==> src/rtl/ex_mem_req.sv <==
// EX-stage data-memory request unit: issues SRAM-like bus requests, holds them through
// the addr_ok handshake, and counts flushed-but-accepted requests whose data_ok must be dropped.
module ex_mem_req (
  input  logic        clk,
  input  logic        reset,
  input  logic        ex_valid,
  input  logic        ex_mem_re,
  input  logic        ex_mem_we,
  input  logic        ex_op_b,
  input  logic        ex_op_h,
  input  logic [31:0] ex_addr,
  input  logic [31:0] ex_rkd_value,
  input  logic        ex_excep_in,
  input  logic        mem_excep_ertn,
  input  logic        flush,
  input  logic        mem_allowin,
  input  logic        data_sram_addr_ok,
  input  logic        data_sram_data_ok,
  output logic        data_sram_req,
  output logic        data_sram_wr,
  output logic [1:0]  data_sram_size,
  output logic [3:0]  data_sram_wstrb,
  output logic [31:0] data_sram_addr,
  output logic [31:0] data_sram_wdata,
  output logic        ex_ready_go,
  output logic        ex_ale,
  output logic        ex_sram_requed,
  output logic        mem_cancel_data_ok
);

  typedef enum logic [1:0] {IDLE = 2'd0, REQ = 2'd1, DONE = 2'd2, CNCL = 2'd3} state_t;

  state_t     state_q, state_d;
  logic [1:0] cnt_q, cnt_d;
  logic       mem_op, is_h, is_w, cnt_full, supp, issue;
  logic       accepted, cnt_inc, cnt_dec;

  function automatic logic [3:0] byte_strobe(input logic b, input logic h, input logic [1:0] a);
    if (b)      byte_strobe = 4'b0001 << a;
    else if (h) byte_strobe = a[1] ? 4'b1100 : 4'b0011;
    else        byte_strobe = 4'b1111;
  endfunction

  function automatic logic [31:0] lane_data(input logic b, input logic h, input logic [31:0] d);
    if (b)      lane_data = {4{d[7:0]}};
    else if (h) lane_data = {2{d[15:0]}};
    else        lane_data = d;
  endfunction

  // Counter never wraps: issue is blocked at 3, so at most one increment can land there.
  function automatic logic [1:0] cnt_next(input logic [1:0] c, input logic inc, input logic dec);
    if (inc && !dec && c != 2'd3) cnt_next = c + 2'd1;
    else if (dec && !inc)         cnt_next = c - 2'd1;
    else                          cnt_next = c;
  endfunction

  assign mem_op   = ex_valid & (ex_mem_re | ex_mem_we);
  assign is_h     = ~ex_op_b & ex_op_h;
  assign is_w     = ~ex_op_b & ~ex_op_h;
  assign ex_ale   = mem_op & ((is_h & ex_addr[0]) | (is_w & (ex_addr[1:0] != 2'b00)));
  assign cnt_full = (cnt_q == 2'd3);
  assign supp     = ex_ale | ex_excep_in | mem_excep_ertn | flush | cnt_full;
  assign issue    = mem_op & ~supp;

  assign data_sram_wr       = ex_mem_we;
  assign data_sram_size     = ex_op_b ? 2'd0 : (ex_op_h ? 2'd1 : 2'd2);
  assign data_sram_wstrb    = ex_mem_we ? byte_strobe(ex_op_b, ex_op_h, ex_addr[1:0]) : 4'b0000;
  assign data_sram_addr     = ex_addr;
  assign data_sram_wdata    = lane_data(ex_op_b, ex_op_h, ex_rkd_value);
  assign ex_sram_requed     = accepted & ~flush;
  assign mem_cancel_data_ok = (cnt_q != 2'd0);
  assign cnt_dec            = data_sram_data_ok & (cnt_q != 2'd0);

  always_comb begin
    state_d       = state_q;
    data_sram_req = 1'b0;
    ex_ready_go   = 1'b0;
    accepted      = 1'b0;
    cnt_inc       = 1'b0;
    case (state_q)
      IDLE: begin
        data_sram_req = issue;
        ex_ready_go   = ~mem_op | (supp & ~cnt_full) | (issue & data_sram_addr_ok);
        accepted      = issue & data_sram_addr_ok;
        if (issue) begin
          if (!data_sram_addr_ok) state_d = REQ;
          else if (!mem_allowin)  state_d = DONE;
        end
      end
      REQ: begin
        data_sram_req = 1'b1;
        ex_ready_go   = data_sram_addr_ok;
        accepted      = data_sram_addr_ok;
        if (flush) begin
          state_d = data_sram_addr_ok ? IDLE : CNCL;
          cnt_inc = data_sram_addr_ok;
        end else if (data_sram_addr_ok) begin
          state_d = mem_allowin ? IDLE : DONE;
        end
      end
      DONE: begin
        ex_ready_go = 1'b1;
        accepted    = 1'b1;
        if (flush) begin
          state_d = IDLE;
          cnt_inc = 1'b1;
        end else if (mem_allowin) begin
          state_d = IDLE;
        end
      end
      CNCL: begin
        data_sram_req = 1'b1;
        if (data_sram_addr_ok) begin
          state_d = IDLE;
          cnt_inc = 1'b1;
        end
      end
      default: state_d = IDLE;
    endcase
  end

  // Control state register
  always_ff @(posedge clk) begin
    if (reset) begin
      state_q <= IDLE;
      cnt_q   <= 2'd0;
    end else begin
      state_q <= state_d;
      cnt_q   <= cnt_next(cnt_q, cnt_inc, cnt_dec);
    end
  end

endmodule

==> config.mk <==
export PLATFORM = sky130hd
export DESIGN_NAME = ex_mem_req
export DESIGN_NICKNAME = d
export VERILOG_FILES = /design/src/rtl/ex_mem_req.sv
export SDC_FILE = /design/constraint.sdc
export NUM_CORES = 1
export LEC_CHECK = 0
export BUFFER_PORTS_ARGS = -buffer_cell sky130_fd_sc_hd__buf_2
export CAP_MARGIN = 20
export CORE_ASPECT_RATIO = 0.7
export CORE_UTILIZATION = 30
export CTS_CLUSTER_DIAMETER = 150
export DETAILED_ROUTE_END_ITERATION = 8
export GPL_TIMING_DRIVEN = 0
export PLACE_DENSITY = 0.81
export SYNTH_ARGS = -nofsm -noshare
export SYNTH_HDL_FRONTEND = slang
export SYNTH_SLANG_ARGS = --single-unit
==> constraint.sdc <==
create_clock -name clk -period 1.5 [get_ports clk]
set_clock_uncertainty 0.2 [all_clocks]
set_input_delay 0.15 -clock clk [delete_from_list [all_inputs] [get_ports clk]]
set_output_delay 0.15 -clock clk [all_outputs]
set_load 0.05 [all_outputs]
==> reports/qor.csv, run 1 <==
metric;value;unit
fin_util;71.0;%
dpl.cell_count;332;
routabilityCongestion;0.839;
ys_seq_area_share;7.59;%
die_area;0.00376;sq mm
cts_tree;done;
dieHeight;51.6;microns
grt_pass1_wl;5980;microns
rows;17;
synth_cell_type_count;35;
ys_warn_count;0;
htreeDepth;1;
crit_type;reg2out;
num_vias;1540;
final_area;0.00231;sq mm
async_reset_ff_share;0;%
cp_num_buf_inv;1;
antenna_found_initial;0;
area_growth;119;%
syn-cell-area;0.00105;sq mm
port_buffers;122;
status;finished, violations left;
setup_viol;4;
grt_use_met1;22.8;%
fmax;579;MHz
grt_util_met3;3.10;%
grt_pass1_vias;1324;
violations;setup timing;
crit_path_max_fanout;2;
viasPerCell;4.41;
fin_nets;381;
syn_avg_cell_area;6.47;sq um
synthCells;163;
final_hold_viol_count;0;
cap_violations;0;
met2_usage;41.7;%
yosys_most_used_dff;dfxtp_1;
drtIter0Drc;38;
firstDrtPassIters;4;
power_leakage;1.23;nW
gr-usage-all-layers;20.5;%
pin_count;153;
hold_class;in2reg;
initial_core_util;32.4;%
slowest_stage;dfxtp_4;
setup_slack;-0.228;ns
fin_cells;349;
required;1.15;ns
drt_wl_total;4220;microns
final-max-slew-violation-count;0;
die_w;72.9;microns
grt_overflow;0;
cp-end-kind;output port;
insertion_delay;0.22;ns
p_total;0.00138;W
netlist.area_leader.share;29.9;%
path_delay_family;compound AO/OA/AOI/OAI gates;
cts_buffers;3;
cts-root-buf;clkbuf_8;
final_cell_mix;buf_2 (100), buf_4 (57), nand2_1 (18), buf_6 (17), nor2_4 (14);
route.detailed.drc;0;
ant_nets;0;
tns;-0.594;ns
worst_pin_slew;0.396;ns
fin_crit;1.73;ns
placedInstanceArea;0.00183;sq mm
period_share;115;%
yosys.area.top_type;buf_4;
avgRoutedWirePerCell;12.1;microns
vdd_drop_max;0.391;mV
synth-edff-count;0;
coreArea;0.00325;sq mm
grt-busiest-layer;met2;
cp_cell_sequence;nand2_4 -> nor3b_4 -> a311oi_2 -> a2111oi_4 -> buf_6;
powerDensity;596;mW/mm^2
final_common_cell;buf_2;
arrival;1.38;ns
dpl.hpwl;3050;microns
ys_seq_elements;4;
cts_buffer_depth;2;
syn_nets;240;
cts_sinks;4;
rsz0062_at_grt;yes;
diodes;0;
start_kind;register;
clk_pin_slew;0.03;ns
max_stage_delay;0.34;ns
final_layout_size_suffix_gt1_share;80.1;%
slew-limit-headroom;73.6;%
synth.area.top_cells;buf_4 (30%), nor2_1 (11%), nand2_1 (10%);
grt_max_degree;11;
==> area by class of cell <==
cell class / count / area (sq um)
Clock buffer: 3 / 41.3
Tap cell: 47 / 58.8
Sequential cell: 4 / 85.1
Inverter: 3 / 23.8
Fill cell: 278 / 942
Timing Repair Buffer: 137 / 882
Multi-Input combinational cell: 109 / 848
Buffer: 46 / 373
==> Yosys cell counts, drive strengths merged, types with 2 or more instances <==
| cell type | count |
|---|---|
| nor2 | 31 |
| nor3b | 3 |
| o21bai | 2 |
| or2 | 3 |
| dfxtp | 4 |
| a21oi | 5 |
| nand2b | 3 |
| nand2 | 28 |
| mux2 | 8 |
| buf | 47 |
| nor3 | 4 |
| a311oi | 2 |
| nor2b | 4 |
| inv | 3 |
| o21a | 3 |
==> cells by family (layout without fill, tap and decap cells) <==
logic type             count (synthesis)  in the layout  share of synthesized area [%]
AO/OA/AOI/OAI                         21             21                           15.8
XOR/XNOR                               1              1                          0.831
buffers and inverters                 50            189                           33.3
flip-flops                             4              4                           7.59
multiplexers                           8              8                           8.54
AND/OR/NAND/NOR                       79             79                           33.9
==> final timing paths <==
kind,start,endpoint,slack (ns),cells after the start
worst min register to register,cnt_q[0],cnt_q[0],0.37,2
worst max register to register,cnt_q[1],state_q[0],-0.01,6
worst min-delay path,data_sram_addr_ok,state_q[0],0.03,2
worst max-delay path,cnt_q[1],ex_sram_requed,-0.23,5
==> registers in the layout, indices dropped and copies added (netlist names) <==
signal,flops
cnt_q,2
state_q,2
==> per-stage QoR <==
step / setup slack, ns / hold slack, ns
6_report: -0.228 / 0.0274
5_1_grt: -0.311 / 0.0399
4_1_cts: -0.220 / 0.0243
3_5_place_dp: -0.273 / 0.204
3_3_place_gp: -0.259 / 0.206
2_1_floorplan: -0.308 / 0.0188
==> routing by layer <==
metal / vias to the layer above / share of wire [%]
met4: 0 / 1.2
met1: 679 / 38
met3: 10 / 5.6
met2: 71 / 55
li1: 780 / -
met5: - / 0
==> power by group <==
part | switching, W | total [W] | internal [W]
clock | 0.0000549 | 0.000226 | 0.000171
combinational | 0.000685 | 0.00105 | 0.000360
sequential | 0.000000396 | 0.000106 | 0.000106
total | 0.000741 | 0.00138 | 0.000637
==> repair_timing <==
item | 4_1_cts | 5_1_grt
cloned | 0 | 2
hold buffers | 1 | 0
pin swaps | 5 | 3
hold endpoints to repair | 2 | 0
resized for setup | 60 | 28
setup endpoints to repair | 20 | 21
buffers inserted | 5 | 7
(Power assumes the default switching activity.)
==> run 2: changes to the inputs <==
==> constraint.sdc (replaced) <==
create_clock -name clk -period 1.5 [get_ports clk]
set_clock_uncertainty 0.2 [all_clocks]
set_input_delay 0.225 -clock clk [delete_from_list [all_inputs] [get_ports clk]]
set_output_delay 0.225 -clock clk [all_outputs]
set_load 0.05 [all_outputs]
==> run 2 against run 1 <==
  * The run still ends with setup timing left
  * Final cell count up 0.86%
  * Sequential share of layout area shrank 0.40 points
  * Register-to-register slack barely moved
  * Critical path depth is the same
  * Maximum frequency shrank 5.5%
  * Count of clock-buffer cells in the layout stayed put
==> reports/qor.csv, run 2 (synthesized netlist as in run 1, its figures left out) <==
metric;value;unit
min_from;reset;
final-seq-area;86.3;sq um
port_buffers;122;
crit_type;reg2out;
ant_nets;0;
r2r-start;state_q[1];
fin_cells;352;
cts_buffers;3;
final_cell_mix;buf_2 (95), buf_4 (50), buf_6 (20), nor2_4 (18), nand2_4 (17);
fin_crit;1.83;ns
arrival;1.40;ns
firstDrtPassIters;4;
slowest_stage;dfxtp_4;
final-max-slew-violation-count;0;
powerDensity;583;mW/mm^2
gr-usage-all-layers;25.9;%
violations;setup timing;
insertion_delay;0.22;ns
route.detailed.drc;0;
cp-end-kind;output port;
setup_slack;-0.328;ns
r2r_end;cnt_q[0];
area_growth;150;%
dpl.hpwl;3100;microns
grt_max_degree;11;
ff2ff_setup_slack;-0.02;ns
cts-root-buf;clkbuf_8;
rows;17;
cap_violations;0;
dpl.cell_count;332;
final_hold_viol_count;0;
required;1.07;ns
vdd_drop_max;0.343;mV
drt_wl_total;5850;microns
diodes;0;
cp_num_buf_inv;1;
hold_path_end;cnt_q[1];
initial_core_util;32.4;%
r2r_cells;5;
drtIter0Drc;99;
clk_pin_slew;0.03;ns
htreeDepth;1;
pin_count;153;
antenna_found_initial;0;
routabilityCongestion;0.838;
slew-limit-headroom;74.2;%
max_stage_delay;0.34;ns
grt_pass1_vias;1542;
setup_viol;26;
grt_pass1_wl;7380;microns
hold_class;in2reg;
power_leakage;1.38;nW
hold_depth;2;
avgRoutedWirePerCell;16.6;microns
final_layout_size_suffix_gt1_share;86.6;%
crit_path_max_fanout;3;
rsz0062_at_grt;yes;
multi_input_area;0.00103;sq mm
fin_util;81.0;%
period_share;122;%
status;finished, violations left;
cts_tree;done;
dieHeight;51.6;microns
fmax;547;MHz
coreArea;0.00325;sq mm
cts_sinks;4;
start_kind;register;
path_delay_family;compound AO/OA/AOI/OAI gates;
grt_overflow;0;
cts-hold-fix-buffers;0;
num_vias;1765;
die_w;72.9;microns
fin_nets;384;
cp_cell_sequence;nand2_4 -> nor3b_4 -> a311oi_2 -> a2111oi_4 -> buf_6;
largestRegisters;cnt_q: 2 flops, state_q: 2 flops;
worst_pin_slew;0.386;ns
pre_cts_slack;-0.380;ns
n_fill_cell;201;
cts_buffer_depth;2;
die_area;0.00376;sq mm
final_common_cell;buf_2;
viasPerCell;5.01;
[run 2: repair_timing]
action | 4_1_cts | 5_1_grt
setup buffers | 13 | 2
resized for setup | 104 | 37
setup endpoints to repair | 31 | 28
gates cloned | 1 | 1
pin swaps | 17 | 11
[run 2: area by class of cell]
cell class	instances	share of cell area (%)
buffer	47	14.6
tap	47	2.23
timing repair buffer	139	38.5
sequential	4	3.28
multi-input combinational	109	39.1
clock buffer	3	1.57
inverter	3	0.712
[run 2: stage by stage]
stage	setup TNS [ns]	hold slack (ns)	area (sq um)	power, W
6_report	-3.50	0.0766	2640	0.00154
5_1_grt	-4.18	0.0687	2640	0.00159
4_1_cts	-2.58	0.0430	2470	0.00146
3_5_place_dp	-5.09	0.279	1940	0.00106
3_3_place_gp	-4.99	0.278	1940	0.00105
2_1_floorplan	-0.530	0.0938	1270	0.000854
[run 2: power breakdown]
group	internal [W]	switching, W
sequential	0.000106	0.000000562
combinational	0.000440	0.000759
clock	0.000171	0.0000594
[run 2: per-layer routing]
metal,GRT usage [%],vias up,share of wire (%),wire length (microns)
li1,-,783,-,-
met1,27.9,840,35,2030
met2,49.8,122,54,3190
met3,4.84,20,7.9,464
met4,11.1,0,3.0,174
met5,0,-,0,0
[run 2: worst max-delay path by stage]
stage                           to       start  cells after the start
floorplan           ex_sram_requed    cnt_q[1]                      4
CTS                 ex_sram_requed    cnt_q[1]                      5
global route        ex_sram_requed    cnt_q[1]                      5
global placement    ex_sram_requed  ex_addr[1]                      6
finish              ex_sram_requed    cnt_q[1]                      5
detailed placement  ex_sram_requed  ex_addr[1]                      6
==> run 3: changes to the inputs <==
CORE_UTILIZATION = 33   (was 30)
PLACE_DENSITY = 0.88   (was 0.81)
clock period = 2.3 ns   (was 1.5 ns; I/O delays follow)
==> run 3 against run 2 <==
  * Register-to-register slack better by 0.83 ns
  * The flow now finishes without violations
  * Flip-flop and latch count unchanged
  * Total power fell by 49%
  * Final cell count is 8.0% lower
==> reports/qor.csv, run 3 (synthesized netlist as in run 1, its figures left out) <==
metric;value;unit
route.detailed.drc;0;
grt_pass1_wl;5480;microns
crit_type;reg2out;
fin_crit;2.21;ns
cts_tree;done;
hold_class;in2reg;
worst_pin_slew;0.328;ns
dpl.hpwl;3190;microns
die_area;0.00343;sq mm
drtIter0Drc;85;
cts_setup_buffers;0;
powerDensity;445;mW/mm^2
port_buffers;122;
final_cell_mix;buf_2 (127), buf_4 (42), nor2_1 (29), nand2_1 (28), mux2_2 (7);
final_layout_size_suffix_gt1_share;66.0;%
htreeDepth;1;
r2r-start;state_q[1];
coreArea;0.00292;sq mm
power_leakage;1.05;nW
vdd_drop_max;0.276;mV
insertion_delay;0.22;ns
grt-busiest-layer;met2;
pin_count;153;
slew-limit-headroom;78.0;%
ant_nets;0;
initial_core_util;36.1;%
dieHeight;49.3;microns
cts_sinks;4;
largestRegisters;cnt_q: 2 flops, state_q: 2 flops;
final-max-slew-violation-count;0;
cts-hold-fix-buffers;0;
ctsResizeCount;0;
area_growth;68.1;%
routabilityCongestion;0.831;
rows;16;
rsz0062_at_grt;no;
num_vias;1461;
gr-usage-all-layers;19.8;%
cts_buffer_depth;2;
hold_depth;2;
start_kind;register;
arrival;1.66;ns
min_from;reset;
viasPerCell;4.51;
grt_overflow;0;
avgRoutedWirePerCell;11.4;microns
period_share;96.0;%
tns;0;ns
diodes;0;
setup_viol;0;
cts_buffers;3;
antenna_found_initial;0;
required;1.75;ns
n_fill_cell;283;
drt_wl_total;3690;microns
cts-root-buf;clkbuf_8;
cp-startpoint;cnt_q[1];
grt_util_met3;3.51;%
clk_pin_slew;0.03;ns
cap_violations;0;
cp-end-kind;output port;
status;complete, no violations;
r2r_cells;5;
met2_usage;37.4;%
crit_path_max_fanout;6;
fin_nets;367;
final_common_cell;buf_2;
firstDrtPassIters;4;
grt_use_met1;22.9;%
final_hold_viol_count;0;
fmax;453;MHz
grt_max_degree;11;
die_w;69.6;microns
hold_slack;0.181;ns
grt_pass1_vias;1192;
## run 3: cell types whose count changed in the layout (fill, tap and decap cells not counted), moves of 8 or more
cell / change
buf_8: -16
buf_4: -8
buf_2: +32
buf_6: -20
nand2_4: -17
nor2_1: +22
nand2_1: +20
nor2_4: -18
## run 3: report_power, final
group	total (W)	switching (W)	internal, W
clock network	0.000147	0.0000360	0.000111
logic	0.000571	0.000407	0.000165
registers	0.0000706	0.000000250	0.0000703
total	0.000789	0.000443	0.000346
## run 3: area by class of cell
type	count	area, sq um	share of cell area, %
timing repair buffer	122	611	34.4
buffer	47	340	19.2
tap	36	45.0	2.54
multi-input combinational	109	644	36.3
sequential	4	80.1	4.52
clock buffer	3	41.3	2.33
inverter	3	11.3	0.635
## run 3: path summary, 6_finish.rpt
kind	end	slack (ns)
hold / removal	state_q[0]	0.18
setup reg to reg	cnt_q[0]	0.81
setup / recovery	ex_sram_requed	0.09
hold reg to reg	cnt_q[0]	0.34
## run 3: per-layer routing
layer,vias to the layer above,share of wire [%]
met5,-,0
met4,0,1.1
met3,7,6.2
met2,68,51
met1,636,42
li1,750,-
## run 3: metrics by stage
stage / utilization (%) / instances / worst slack [ns] / total power (W) / cell area (sq um)
after floorplan: - / 163 / 0.0124 / 0.000504 / 1070
after global placement: 59.0 / 321 / 0.167 / 0.000638 / 1730
after detailed placement: 59.0 / 321 / 0.167 / 0.000642 / 1730
after CTS: 60.4 / 324 / 0.0973 / 0.000795 / 1770
after global routing: 60.7 / 324 / 0.0138 / 0.000826 / 1770
final: 60.7 / 324 / 0.0916 / 0.000789 / 1770
## run 3: worst max-delay path, cell delays in order, from the launching register on
cell	delay, ns
dfxtp_1	0.34
nand2_1	0.14
nor3b_2	0.23
a311oi_2	0.14
a2111oi_4	0.28
buf_2	0.31
